[config.mk]
export PLATFORM = sky130hd
export DESIGN_NAME = pwm_multi_channel_flat
export DESIGN_NICKNAME = d
export VERILOG_FILES = /design/src/rtl/pwm_multi_channel_if.sv /design/src/rtl/pwm_multi_channel.sv /design/src/flat_wrapper.sv
export SDC_FILE = /design/constraint.sdc
export NUM_CORES = 1
export LEC_CHECK = 0
export ABC_AREA = 1
export BUFFER_PORTS_ARGS = -buffer_cell sky130_fd_sc_hd__buf_4
export CELL_PAD_IN_SITES_DETAIL_PLACEMENT = 0
export CELL_PAD_IN_SITES_GLOBAL_PLACEMENT = 1
export CORE_UTILIZATION = 45
export CTS_BUF_LIST = sky130_fd_sc_hd__clkbuf_4 sky130_fd_sc_hd__clkbuf_8 sky130_fd_sc_hd__clkbuf_16
export CTS_CLUSTER_DIAMETER = 120
export CTS_CLUSTER_SIZE = 40
export DETAILED_ROUTE_END_ITERATION = 10
export PLACE_DENSITY = 0.93
export SLEW_MARGIN = 40
export SYNTH_ARGS = -nofsm -noshare
export SYNTH_HDL_FRONTEND = slang
export SYNTH_SLANG_ARGS = --single-unit
[constraint.sdc]
create_clock -name clk -period 4.5 [get_ports clk]
set_input_delay 0.675 -clock clk [delete_from_list [all_inputs] [get_ports clk]]
set_output_delay 0.675 -clock clk [all_outputs]
set_load 0.02 [all_outputs]
[src/rtl/pwm_multi_channel_if.sv]
// Configuration and output bundle for pwm_multi_channel.
// PWM_CENTER_ALIGN_EN adds the center_mode setting.
interface pwm_multi_channel_if #(
    parameter int CH    = 4,
    parameter int CNT_W = 8,
    parameter int PRE_W = 16
);
    logic                  en;
    logic [PRE_W-1:0]      prescaler;
    logic [CNT_W-1:0]      period;
    logic [CH*CNT_W-1:0]   duty;
    logic [CH-1:0]         polarity;
    logic                  update;
`ifdef PWM_CENTER_ALIGN_EN
    logic                  center_mode;
`endif
    logic [CH-1:0]         pwm_out;
    logic                  period_tick;
    logic                  update_ack;

`ifdef PWM_CENTER_ALIGN_EN
    modport master (
        output en, prescaler, period, duty, polarity, update, center_mode,
        input  pwm_out, period_tick, update_ack
    );
    modport slave (
        input  en, prescaler, period, duty, polarity, update, center_mode,
        output pwm_out, period_tick, update_ack
    );
`else
    modport master (
        output en, prescaler, period, duty, polarity, update,
        input  pwm_out, period_tick, update_ack
    );
    modport slave (
        input  en, prescaler, period, duty, polarity, update,
        output pwm_out, period_tick, update_ack
    );
`endif
endinterface

[src/rtl/pwm_multi_channel.sv]
// N-channel PWM with shared prescaler/period counter and boundary-synchronous shadow loads.
// Define PWM_CENTER_ALIGN_EN for up/down (center-aligned) counting.
module pwm_multi_channel #(
    parameter int CH    = 4,
    parameter int CNT_W = 8,
    parameter int PRE_W = 16
) (
    input  logic clk,
    input  logic rst_n,
    pwm_multi_channel_if.slave bus
);
    logic [PRE_W-1:0]    pre_cnt_reg, pre_next;
    logic [CNT_W-1:0]    cnt_reg, cnt_next;
    logic [PRE_W-1:0]    pre_sh_reg, pre_act_reg;
    logic [CNT_W-1:0]    per_sh_reg, per_act_reg;
    logic [CH*CNT_W-1:0] duty_sh_reg, duty_act_reg;
    logic [CH-1:0]       pol_sh_reg, pol_act_reg;
    logic                pending_reg;
    logic [CH-1:0]       pwm_reg;
    logic                tick_reg, ack_reg;
    logic [CH-1:0]       cmp_hit;
    logic                step, at_end, boundary, load;

`ifdef PWM_CENTER_ALIGN_EN
    logic center_sh_reg, center_act_reg;
    logic dir_reg, dir_next;
    logic center_run, restart_center;

    // A zero period in center mode degenerates to edge-aligned counting.
    assign center_run     = center_act_reg && (per_act_reg != '0);
    assign restart_center = load ? (center_sh_reg && (per_sh_reg != '0)) : center_run;
    assign at_end         = center_run ? ((cnt_reg == '0) && dir_reg) : (cnt_reg == per_act_reg);
`else
    assign at_end = (cnt_reg == per_act_reg);
`endif

    assign step     = (pre_cnt_reg == pre_act_reg);
    assign boundary = bus.en && step && at_end;
    // While disabled there is no period to wait for, so a pending load happens at once.
    assign load     = pending_reg && (boundary || !bus.en);

    generate
        for (genvar gi = 0; gi < CH; gi++) begin : g_cmp
            assign cmp_hit[gi] = pol_act_reg[gi] ^ (cnt_reg < duty_act_reg[gi*CNT_W +: CNT_W]);
        end
    endgenerate

    always_comb begin
        pre_next = pre_cnt_reg + 1'b1;
        cnt_next = cnt_reg;
`ifdef PWM_CENTER_ALIGN_EN
        dir_next = dir_reg;
`endif
        if (!bus.en) begin
            pre_next = '0;
            cnt_next = '0;
`ifdef PWM_CENTER_ALIGN_EN
            dir_next = 1'b0;
`endif
        end else if (step) begin
            pre_next = '0;
            if (boundary) begin
                cnt_next = '0;
`ifdef PWM_CENTER_ALIGN_EN
                // Center periods restart just past zero so zero is visited once per period.
                if (restart_center) begin
                    cnt_next = CNT_W'(1);
                end
                dir_next = 1'b0;
`endif
            end
`ifdef PWM_CENTER_ALIGN_EN
            else if (center_run) begin
                if (!dir_reg) begin
                    if (cnt_reg == per_act_reg) begin
                        cnt_next = cnt_reg - 1'b1;
                        dir_next = 1'b1;
                    end else begin
                        cnt_next = cnt_reg + 1'b1;
                    end
                end else begin
                    cnt_next = cnt_reg - 1'b1;
                end
            end
`endif
            else begin
                cnt_next = cnt_reg + 1'b1;
            end
        end
    end

    always_ff @(posedge clk or negedge rst_n) begin
        if (!rst_n) begin
            pre_cnt_reg  <= '0;
            cnt_reg      <= '0;
            pre_sh_reg   <= '0;
            pre_act_reg  <= '0;
            per_sh_reg   <= '0;
            per_act_reg  <= '0;
            duty_sh_reg  <= '0;
            duty_act_reg <= '0;
            pol_sh_reg   <= '0;
            pol_act_reg  <= '0;
            pending_reg  <= 1'b0;
            pwm_reg      <= '0;
            tick_reg     <= 1'b0;
            ack_reg      <= 1'b0;
`ifdef PWM_CENTER_ALIGN_EN
            center_sh_reg  <= 1'b0;
            center_act_reg <= 1'b0;
            dir_reg        <= 1'b0;
`endif
        end else begin
            pre_cnt_reg <= pre_next;
            cnt_reg     <= cnt_next;
            tick_reg    <= boundary;
            ack_reg     <= load;
            pwm_reg     <= bus.en ? cmp_hit : pol_act_reg;
`ifdef PWM_CENTER_ALIGN_EN
            dir_reg     <= dir_next;
`endif
            if (load) begin
                pre_act_reg  <= pre_sh_reg;
                per_act_reg  <= per_sh_reg;
                duty_act_reg <= duty_sh_reg;
                pol_act_reg  <= pol_sh_reg;
                pending_reg  <= 1'b0;
`ifdef PWM_CENTER_ALIGN_EN
                center_act_reg <= center_sh_reg;
`endif
            end
            // Written after the load so an update in the same cycle stays pending.
            if (bus.update) begin
                pre_sh_reg  <= bus.prescaler;
                per_sh_reg  <= bus.period;
                duty_sh_reg <= bus.duty;
                pol_sh_reg  <= bus.polarity;
                pending_reg <= 1'b1;
`ifdef PWM_CENTER_ALIGN_EN
                center_sh_reg <= bus.center_mode;
`endif
            end
        end
    end

    assign bus.pwm_out     = pwm_reg;
    assign bus.period_tick = tick_reg;
    assign bus.update_ack  = ack_reg;
endmodule

[src/flat_wrapper.sv]
// flat-port wrapper written by rule: the top's interface ports become plain ports
module pwm_multi_channel_flat 
#(
    parameter int CH    = 4,
    parameter int CNT_W = 8,
    parameter int PRE_W = 16
)
  (clk, rst_n, bus_en, bus_prescaler, bus_period, bus_duty, bus_polarity, bus_update, bus_pwm_out, bus_period_tick, bus_update_ack);
  pwm_multi_channel_if #(.CH(CH), .CNT_W(CNT_W), .PRE_W(PRE_W)) bus_i ();
  input  logic clk;
  input  logic rst_n;
  input wire logic [$bits(bus_i.en)-1:0] bus_en;
  input wire logic [$bits(bus_i.prescaler)-1:0] bus_prescaler;
  input wire logic [$bits(bus_i.period)-1:0] bus_period;
  input wire logic [$bits(bus_i.duty)-1:0] bus_duty;
  input wire logic [$bits(bus_i.polarity)-1:0] bus_polarity;
  input wire logic [$bits(bus_i.update)-1:0] bus_update;
  output wire logic [$bits(bus_i.pwm_out)-1:0] bus_pwm_out;
  output wire logic [$bits(bus_i.period_tick)-1:0] bus_period_tick;
  output wire logic [$bits(bus_i.update_ack)-1:0] bus_update_ack;
  assign bus_i.en = bus_en;
  assign bus_i.prescaler = bus_prescaler;
  assign bus_i.period = bus_period;
  assign bus_i.duty = bus_duty;
  assign bus_i.polarity = bus_polarity;
  assign bus_i.update = bus_update;
  assign bus_pwm_out = bus_i.pwm_out;
  assign bus_period_tick = bus_i.period_tick;
  assign bus_update_ack = bus_i.update_ack;
  pwm_multi_channel #(.CH(CH), .CNT_W(CNT_W), .PRE_W(PRE_W)) u_core (.clk(clk), .rst_n(rst_n), .bus(bus_i));
endmodule
# After elaboration in Yosys (flattened, before gate mapping)

Cells that the tools add are included.
Widths: inputs -> output; s select.

$lt $le $gt $ge: 4
Muxes and demuxes: 8
Equality and inequality tests: 3
Reductions and logical operators: 6
Bitwise gates (word level): 4
Add/sub/neg operators: 2

Operators with widths:

| kind                  | number |
|---|---|
| $lt 8x8->1            | 4 |
| $mux 16               | 2 |
| $mux 8                | 3 |
| $add 16x1->16 const B | 1 |
| $eq 16x16->1          | 1 |
| $add 8x1->8 const B   | 1 |
| $eq 8x8->1            | 1 |
| $mux 4                | 1 |
| $xor 1x1->1           | 4 |
| $logic_and 1x1->1     | 3 |
| $mux 1                | 2 |
| $ne 2x1->1 const B    | 1 |
| $reduce_bool 2->1     | 1 |
| $logic_not 1->1       | 1 |
| $logic_or 1x1->1      | 1 |

Output and inout port bits: 6
Bits of input ports: 64
Register bits after elaboration: 151

# Logic depth before layout (Yosys ltp)

Gate-level depths: netlist of run 1.

Depth in word-level cells: 7
Depth in mapped cells: 12

# Worst setup path before layout of run 1

OpenSTA, ideal clock, no wires.

Path kind: input to register
Start: input bus_en
End: register u_core.pol_act_reg[0]
Buffers on the path: 1
Stages on the path: 10
Path slack: 2.804 ns
Data arrival time: 1.579 ns
Library setup time: 0.117 ns
Path through: inv_1 -> a21oi_1 -> nand3_1 -> nor2_1 -> nand3_2 -> nand2_4 -> nand2_4 -> buf_6 -> nand2_1 -> nand2_1

Word-level cells in the longest chain between the ends: 4
Elaborated cells between the ends (all ways): 5

RTL lines:

| element                         | line                     | RTL |
|---|---|---|
| start, declared                 | flat_wrapper.sv:12       | `input wire logic [$bits(bus_i.en)-1:0] bus_en;` |
| $logic_and 1x1->1 (2 in series) | pwm_multi_channel.sv:38  | `assign boundary = bus.en && step && at_end;` |
| $logic_or 1x1->1 (*)            | pwm_multi_channel.sv:40  | `assign load = pending_reg && (boundary \|\| !bus.en);` |
| $logic_and 1x1->1 (*)           | pwm_multi_channel.sv:40  |  |
| end signal, assigned            | pwm_multi_channel.sv:126 | `pol_act_reg <= pol_sh_reg;` |
| end, declared                   | pwm_multi_channel.sv:17  | `logic [CH-1:0] pol_sh_reg, pol_act_reg;` |

Every way passes the cells marked *; elsewhere a longest branch is shown, timed or not.
A chain may end at the register's enable or synchronous reset.

# Worst setup path after layout of run 1

Start: register u_core.cnt_reg[3]
End: register u_core.duty_act_reg[10]

Word-level cells in the longest chain between the ends: 4

RTL lines:

| element                | line                     | RTL |
|---|---|---|
| start, declared        | pwm_multi_channel.sv:13  | `logic [CNT_W-1:0] cnt_reg, cnt_next;` |
| start signal, assigned | pwm_multi_channel.sv:115 | `cnt_reg <= cnt_next;` |
| $eq 8x8->1             | pwm_multi_channel.sv:34  | `assign at_end = (cnt_reg == per_act_reg);` |
| $logic_and 1x1->1      | pwm_multi_channel.sv:38  |  |
| $logic_or 1x1->1       | pwm_multi_channel.sv:40  |  |
| $logic_and 1x1->1      | pwm_multi_channel.sv:40  |  |
| end signal, assigned   | pwm_multi_channel.sv:125 | `duty_act_reg <= duty_sh_reg;` |
| end, declared          | pwm_multi_channel.sv:16  | `logic [CH*CNT_W-1:0] duty_sh_reg, duty_act_reg;` |

No other way between the ends.

==> results of run 1 <==
layer usage:
metal  track usage  routed length (um)  up-vias
li1              -                   -     2952
met4        0.0720                 230        0
met1         0.271                7360     2651
met3        0.0483                 684       16
met2         0.309                6690      105
met5             0                   0        -
worst max-delay path by stage:
stage | endpoint | cells past startpoint | startpoint | slack [ns]
2_1_floorplan | u_core.pol_act_reg[0]$_DFFE_PN0P_ | 10 | bus_en | 2.80
3_3_place_gp | u_core.duty_act_reg[12]$_DFFE_PN0P_ | 10 | bus_en | 1.61
3_5_place_dp | u_core.duty_act_reg[9]$_DFFE_PN0P_ | 10 | bus_en | 1.53
4_1_cts | u_core.duty_act_reg[10]$_DFFE_PN0P_ | 11 | u_core.cnt_reg[3]$_DFFE_PN0P_ | 1.65
5_1_grt | u_core.per_act_reg[3]$_DFFE_PN0P_ | 11 | u_core.cnt_reg[5]$_DFFE_PN0P_ | 1.41
6_report | u_core.duty_act_reg[10]$_DFFE_PN0P_ | 11 | u_core.cnt_reg[3]$_DFFE_PN0P_ | 1.64
synthesized netlist by cell type:
| cell | n |
|---|---|
| nor3_1 | 6 |
| ha_1 | 30 |
| nand2_1 | 402 |
| a221oi_1 | 3 |
| nor3b_1 | 2 |
| nand3_1 | 77 |
| xnor2_1 | 2 |
| buf_6 | 6 |
| a21oi_1 | 11 |
| clkbuf_1 | 21 |
| buf_2 | 2 |
| a21o_1 | 3 |
| buf_4 | 6 |
| xor2_1 | 12 |
| nand4_1 | 13 |
| nand3_2 | 1 |
| o21ai_0 | 15 |
| nand3b_1 | 1 |
| clkbuf_2 | 1 |
| nor2_1 | 49 |
| inv_2 | 7 |
| dfrtp_1 | 151 |
| a211oi_1 | 1 |
| nand2_4 | 2 |
| inv_1 | 85 |
| clkinv_1 | 2 |
| o21bai_1 | 2 |
| a31oi_1 | 1 |
cells in the final DEF (no fill, tap or decap), types with 2 or more instances in the layout:
cell type	count
clkbuf_8	7
nor3_1	6
nand3_1	77
xnor2_1	2
clkbuf_16	17
clkinv_1	2
nand2_4	2
xor2_1	12
buf_4	70
clkinvlp_4	2
clkbuf_4	2
o21bai_1	2
nand4_1	13
o21ai_0	15
a21oi_1	11
a221oi_1	3
nand2_1	402
ha_1	30
nor3b_1	2
nor2_1	49
clkinv_2	3
inv_2	7
dfrtp_1	150
a21o_1	3
inv_1	85
through the flow:
step	cells	setup WS, ns	util	area [sq um]
2_1_floorplan	914	2.80	-	7290
3_3_place_gp	1166	1.61	0.500	7910
3_5_place_dp	1166	1.53	0.500	7910
4_1_cts	1198	1.65	0.536	8490
5_1_grt	1198	1.41	0.536	8490
6_report	1198	1.64	0.536	8490
cell families (layout without fill, tap and decap cells):
family          Yosys count  after routing
buf+inv                 130            198
simple gates            553            553
flops                   151            151
compound gates           36             36
xor+xnor                 14             14
fa+ha+maj                30             30
final cells by class:
type,count,area [sq um],area share
clock buffers,26,537,0.0633
inverters,94,353,0.0416
repair buffers,72,557,0.0656
multi-input cells,633,2950,0.348
well taps,216,270,0.0318
flip-flops and latches,151,3780,0.445
clock inverters,6,38.8,0.00457
where the power goes:
group          leakage [uW]  internal (uW)  switching, uW
registers           0.00190           1500           88.9
clock network      0.000285            817            536
logic               0.00250            172            261
==> reports/results.tsv, run 1 <==
metric	value	unit
diode count	0	
drt pass-1 iters	5	
quantity of I/O buffers inserted on ports	69	
Reg2Reg Launch Point	u_core.cnt_reg[3]$_DFFE_PN0P_	
post-layout total power	3370	uW
global-route wire length before repair	25.7	mm
Worst Path Buf+Inv	1	
nets@finish	1063	
number of CTS-inserted buffers	17	
Hold Buf Count CTS	0	
Cell Area, Synth	0.00729	sq mm
crit path DAT	3.17	ns
crit path capture type	flop	
routability cong.	0.850	
Worst Hold Class	primary input to asynchronous set/reset pin	
Top Ports	70	
Synth top area share	0.518	
Synth Area in Adders	0.0515	
Final Setup Violations	0	
reg-to-reg slack, setup	1.64	ns
Clock Sinks	151	
Yosys Warn Count	0	
Layout Area Growth over Synthesis	16.4	%
slowest stage cell, crit path	dfrtp_1	
crit-path cells	inv_2 -> nand2_1 -> nand2_1 -> nor2_1 -> nand3_1 -> nor2_1 -> nand3_2 -> nand2_4 -> nand2_4 -> nand2_1 -> nand2_1	
core box area	0.0158	sq mm
row count	46	
R2R depth	11	
Fill cells	1482	
final wirelength	15.0	mm
WHS	0.195	ns
Clock Latency Late Sink	0.43	ns
1st-iter DRT viols	265	
xor/xnor share of the synthesized area	0.0168	
Synthesized Nets	1008	
CP max FO	61	
largest family of logic cells by synthesized area	simple AND/OR/NAND/NOR gates	
Leak Pwr	0.00469	uW
Worst Path Required	4.81	ns
endpoints failing hold	0	
post-CTS setup repair buffer count	0	
post-synthesis compound-gate area fraction	0.0285	
outcome	complete, no violations	
delay-heaviest family, CP	simple AND/OR/NAND/NOR gates	
PostCTS Resize Cnt	0	
root buffer cell	clkbuf_16	
CTS tree	built	
htree depth	4	
Final Skew	0.00864	ns
slowest stage delay, CP	0.60	ns
Slew HR	0.491	
Startpoint Class	flop	
crit-path most repeated cell	nand2_1	
P per Cell Area	397	mW/mm^2
final worst-path cycle share	0.636	
leading area contributor after synthesis	dfrtp_1	
RSZ-0062 raised after global routing	no	
post-DR vias/cell	4.78	
initial core utilization	0.460	
Post-Synth Simple-Gate Area	0.308	
Synth Instances	914	
Die H	129	um
wire per inst	12.5	um
Avg Inst Size Synth	7.97	sq um
DRC Markers	0	
total congestion overflow	0	
Peak VDD IR	0.280	mV
Die W	129	um
Clock Tree Buf Depth	2	
clock transition at the registers of the reported paths	0.06	ns
HPWL after detailed placement	9.96	mm
Yosys cell types	28	
minimum clock period	2.86	ns
Slew @ Worst Pin	0.762	ns
Highest Clock Rate	350	MHz
share of layout cells above drive strength 1	0.117	
Tot GR Track Use	0.199	
vias in the first global route	5441	
Slew Limit Fails	0	
Yosys reg bits	151	
post-synthesis sequential area ratio	0.518	
top post-synthesis cells by area	dfrtp_1, nand2_1, nand3_1, ha_1, inv_1	
critical path class	flop to flop	
R2R Path End	u_core.duty_act_reg[10]$_DFFE_PN0P_	
setup TNS	0	ns
Vias	5724	
max cap viols	0	
antenna viol nets, final	0	
initial antenna violation count	0	
die area	0.0167	sq mm
post-synthesis mux area share	0	
largest net degree at the start of global routing	99	
No activity file was read; power rests on OpenSTA's default activity.
==> inputs of run 2 (changes only) <==
--- a/config.mk
+++ b/config.mk
@@ -9,12 +9,12 @@
 export BUFFER_PORTS_ARGS = -buffer_cell sky130_fd_sc_hd__buf_4
 export CELL_PAD_IN_SITES_DETAIL_PLACEMENT = 0
 export CELL_PAD_IN_SITES_GLOBAL_PLACEMENT = 1
-export CORE_UTILIZATION = 45
+export CORE_UTILIZATION = 40
 export CTS_BUF_LIST = sky130_fd_sc_hd__clkbuf_4 sky130_fd_sc_hd__clkbuf_8 sky130_fd_sc_hd__clkbuf_16
 export CTS_CLUSTER_DIAMETER = 120
 export CTS_CLUSTER_SIZE = 40
 export DETAILED_ROUTE_END_ITERATION = 10
-export PLACE_DENSITY = 0.93
+export PLACE_DENSITY = 0.88
 export SLEW_MARGIN = 40
 export SYNTH_ARGS = -nofsm -noshare
 export SYNTH_HDL_FRONTEND = slang
==> constraint.sdc (replaced) <==
create_clock -name clk -period 2.55 [get_ports clk]
set_input_delay 0.3825 -clock clk [delete_from_list [all_inputs] [get_ports clk]]
set_output_delay 0.3825 -clock clk [all_outputs]
set_load 0.02 [all_outputs]
==> run 2 against run 1 <==
Via count rose by 1.3%. First-iteration DRC count grew 28%. Utilization fell by 4.5 points. Register-to-register slack worse by 1.2 ns. Critical endpoint is now u_core.duty_act_reg[20]$_DFFE_PN0P_. Largest power group unchanged. Highest routed layer unchanged.
==> reports/results.tsv, run 2 (synthesis gave the netlist of run 1 again) <==
metric	value	unit
total congestion overflow	0	
post-route cell area	0.00862	sq mm
Worst Path Required	2.91	ns
post-CTS setup repair buffer count	0	
diode count	0	
Placed Cells	1183	
Final Non-Filler Cells	1215	
Startpoint Class	flop	
crit path DAT	2.49	ns
vias in the first global route	5404	
minimum clock period	2.14	ns
worst hold path depth	3	
Top Ports	70	
HPWL after detailed placement	10.6	mm
final worst-path cycle share	0.837	
outcome	complete, no violations	
routability cong.	0.778	
Die H	137	um
R2R depth	11	
core box area	0.0175	sq mm
post-DR vias/cell	4.77	
Layout Area Growth over Synthesis	18.2	%
Clock Sinks	151	
quantity of I/O buffers inserted on ports	69	
endpoints failing hold	0	
Peak VDD IR	0.566	mV
setup TNS	0	ns
crit path capture type	flop	
Clock Tree Buf Depth	2	
commonest non-fill, non-tap cells in the layout	nand2_1, dfrtp_1, inv_1	
drt pass-1 iters	5	
critical path class	flop to flop	
RSZ-0062 raised after global routing	no	
final wirelength	15.8	mm
Slew Limit Fails	0	
Die W	137	um
row count	48	
Slew HR	0.569	
DRC Markers	0	
post-layout total power	6170	uW
wire per inst	13.0	um
Highest Clock Rate	468	MHz
final core occ	0.491	
Final Setup Violations	0	
area of placed instances	0.00801	sq mm
global-route wire length before repair	26.7	mm
Fill cells	1735	
Final Skew	0.0118	ns
clock transition at the registers of the reported paths	0.07	ns
Clock Latency Late Sink	0.43	ns
Leak Pwr	0.00474	uW
antenna viol nets, final	0	
root buffer cell	clkbuf_16	
Slew @ Worst Pin	0.646	ns
P per Cell Area	716	mW/mm^2
share of layout cells above drive strength 1	0.123	
die area	0.0188	sq mm
register area	0.00378	sq mm
htree depth	4	
CP max FO	45	
multi-input combinational cell area	0.00295	sq mm
commonest non-fill, non-tap cell in the layout	nand2_1	
nets@finish	1072	
initial core utilization	0.416	
1st-iter DRT viols	338	
Worst Hold Class	primary input to flop	
Tot GR Track Use	0.185	
number of CTS-inserted buffers	17	
Vias	5798	
initial antenna violation count	0	
largest net degree at the start of global routing	62	
max cap viols	0	
CTS tree	built	
## run 2: metrics by stage
stage | setup slack (ns) | hold slack (ns)
3_5_place_dp | 0.461 | 0.417
5_1_grt | 0.191 | 0.149
6_report | 0.415 | 0.151
2_1_floorplan | 0.978 | 0.0869
3_3_place_gp | 0.487 | 0.406
4_1_cts | 0.413 | 0.140
## run 2: final timing paths
kind / endpoint / slack [ns] / start
hold / removal: u_core.pre_sh_reg[10]$_DFFE_PN0P_ / 0.15 / bus_prescaler[10]
min in group asynchronous: u_core.duty_act_reg[19]$_DFFE_PN0P_ / 0.51 / rst_n
setup / recovery: u_core.duty_act_reg[20]$_DFFE_PN0P_ / 0.41 / u_core.cnt_reg[5]$_DFFE_PN0P_
hold reg to reg: u_core.duty_sh_reg[25]$_DFFE_PN0P_ / 0.47 / u_core.duty_sh_reg[25]$_DFFE_PN0P_
setup reg to reg: u_core.duty_act_reg[20]$_DFFE_PN0P_ / 0.41 / u_core.cnt_reg[5]$_DFFE_PN0P_
max in group asynchronous: u_core.pre_sh_reg[4]$_DFFE_PN0P_ / 1.30 / rst_n
## run 2: final cells by class
cell class	count	area share
Clock buffer	17	0.0494
Clock inverter	14	0.0203
Inverter	94	0.0409
Multi-Input combinational cell	633	0.342
Sequential cell	151	0.439
Tap cell	225	0.0327
Timing Repair Buffer	81	0.0756
## run 2: power by group
group,internal [uW],switching (uW),total (uW),leakage (uW)
logic,318,464,782,0.00256
clock network,1540,1030,2570,0.000286
registers,2640,174,2820,0.00190
## run 2: metal layers
| layer | routed length (um) | part of all wire | GRT usage | vias up |
|---|---|---|---|---|
| li1 | - | - | - | 2975 |
| met1 | 8030 | 0.51 | 0.261 | 2701 |
| met2 | 6970 | 0.44 | 0.285 | 109 |
| met3 | 643 | 0.041 | 0.0396 | 13 |
| met4 | 140 | 0.0089 | 0.0568 | 0 |
| met5 | 0 | 0 | 0 | - |
## run 2: what timing repair did
| action | 4_1_cts | 5_1_grt |
|---|---|---|
| hold endpoints to repair | 57 | 0 |
| gates resized for setup | 0 | 0 |
| hold buffers | 1 | 0 |
## run 2: critical path, stage by stage (launching register included)
cell and delay, ns:
dfrtp_1 0.60, inv_1 0.11, nand2_1 0.10, nand2_1 0.06
nor2_1 0.09, nand3_1 0.07, nor2_1 0.12, nand3_2 0.12
nand2_4 0.11, buf_4 0.40, nand3_1 0.16, nand2_1 0.10
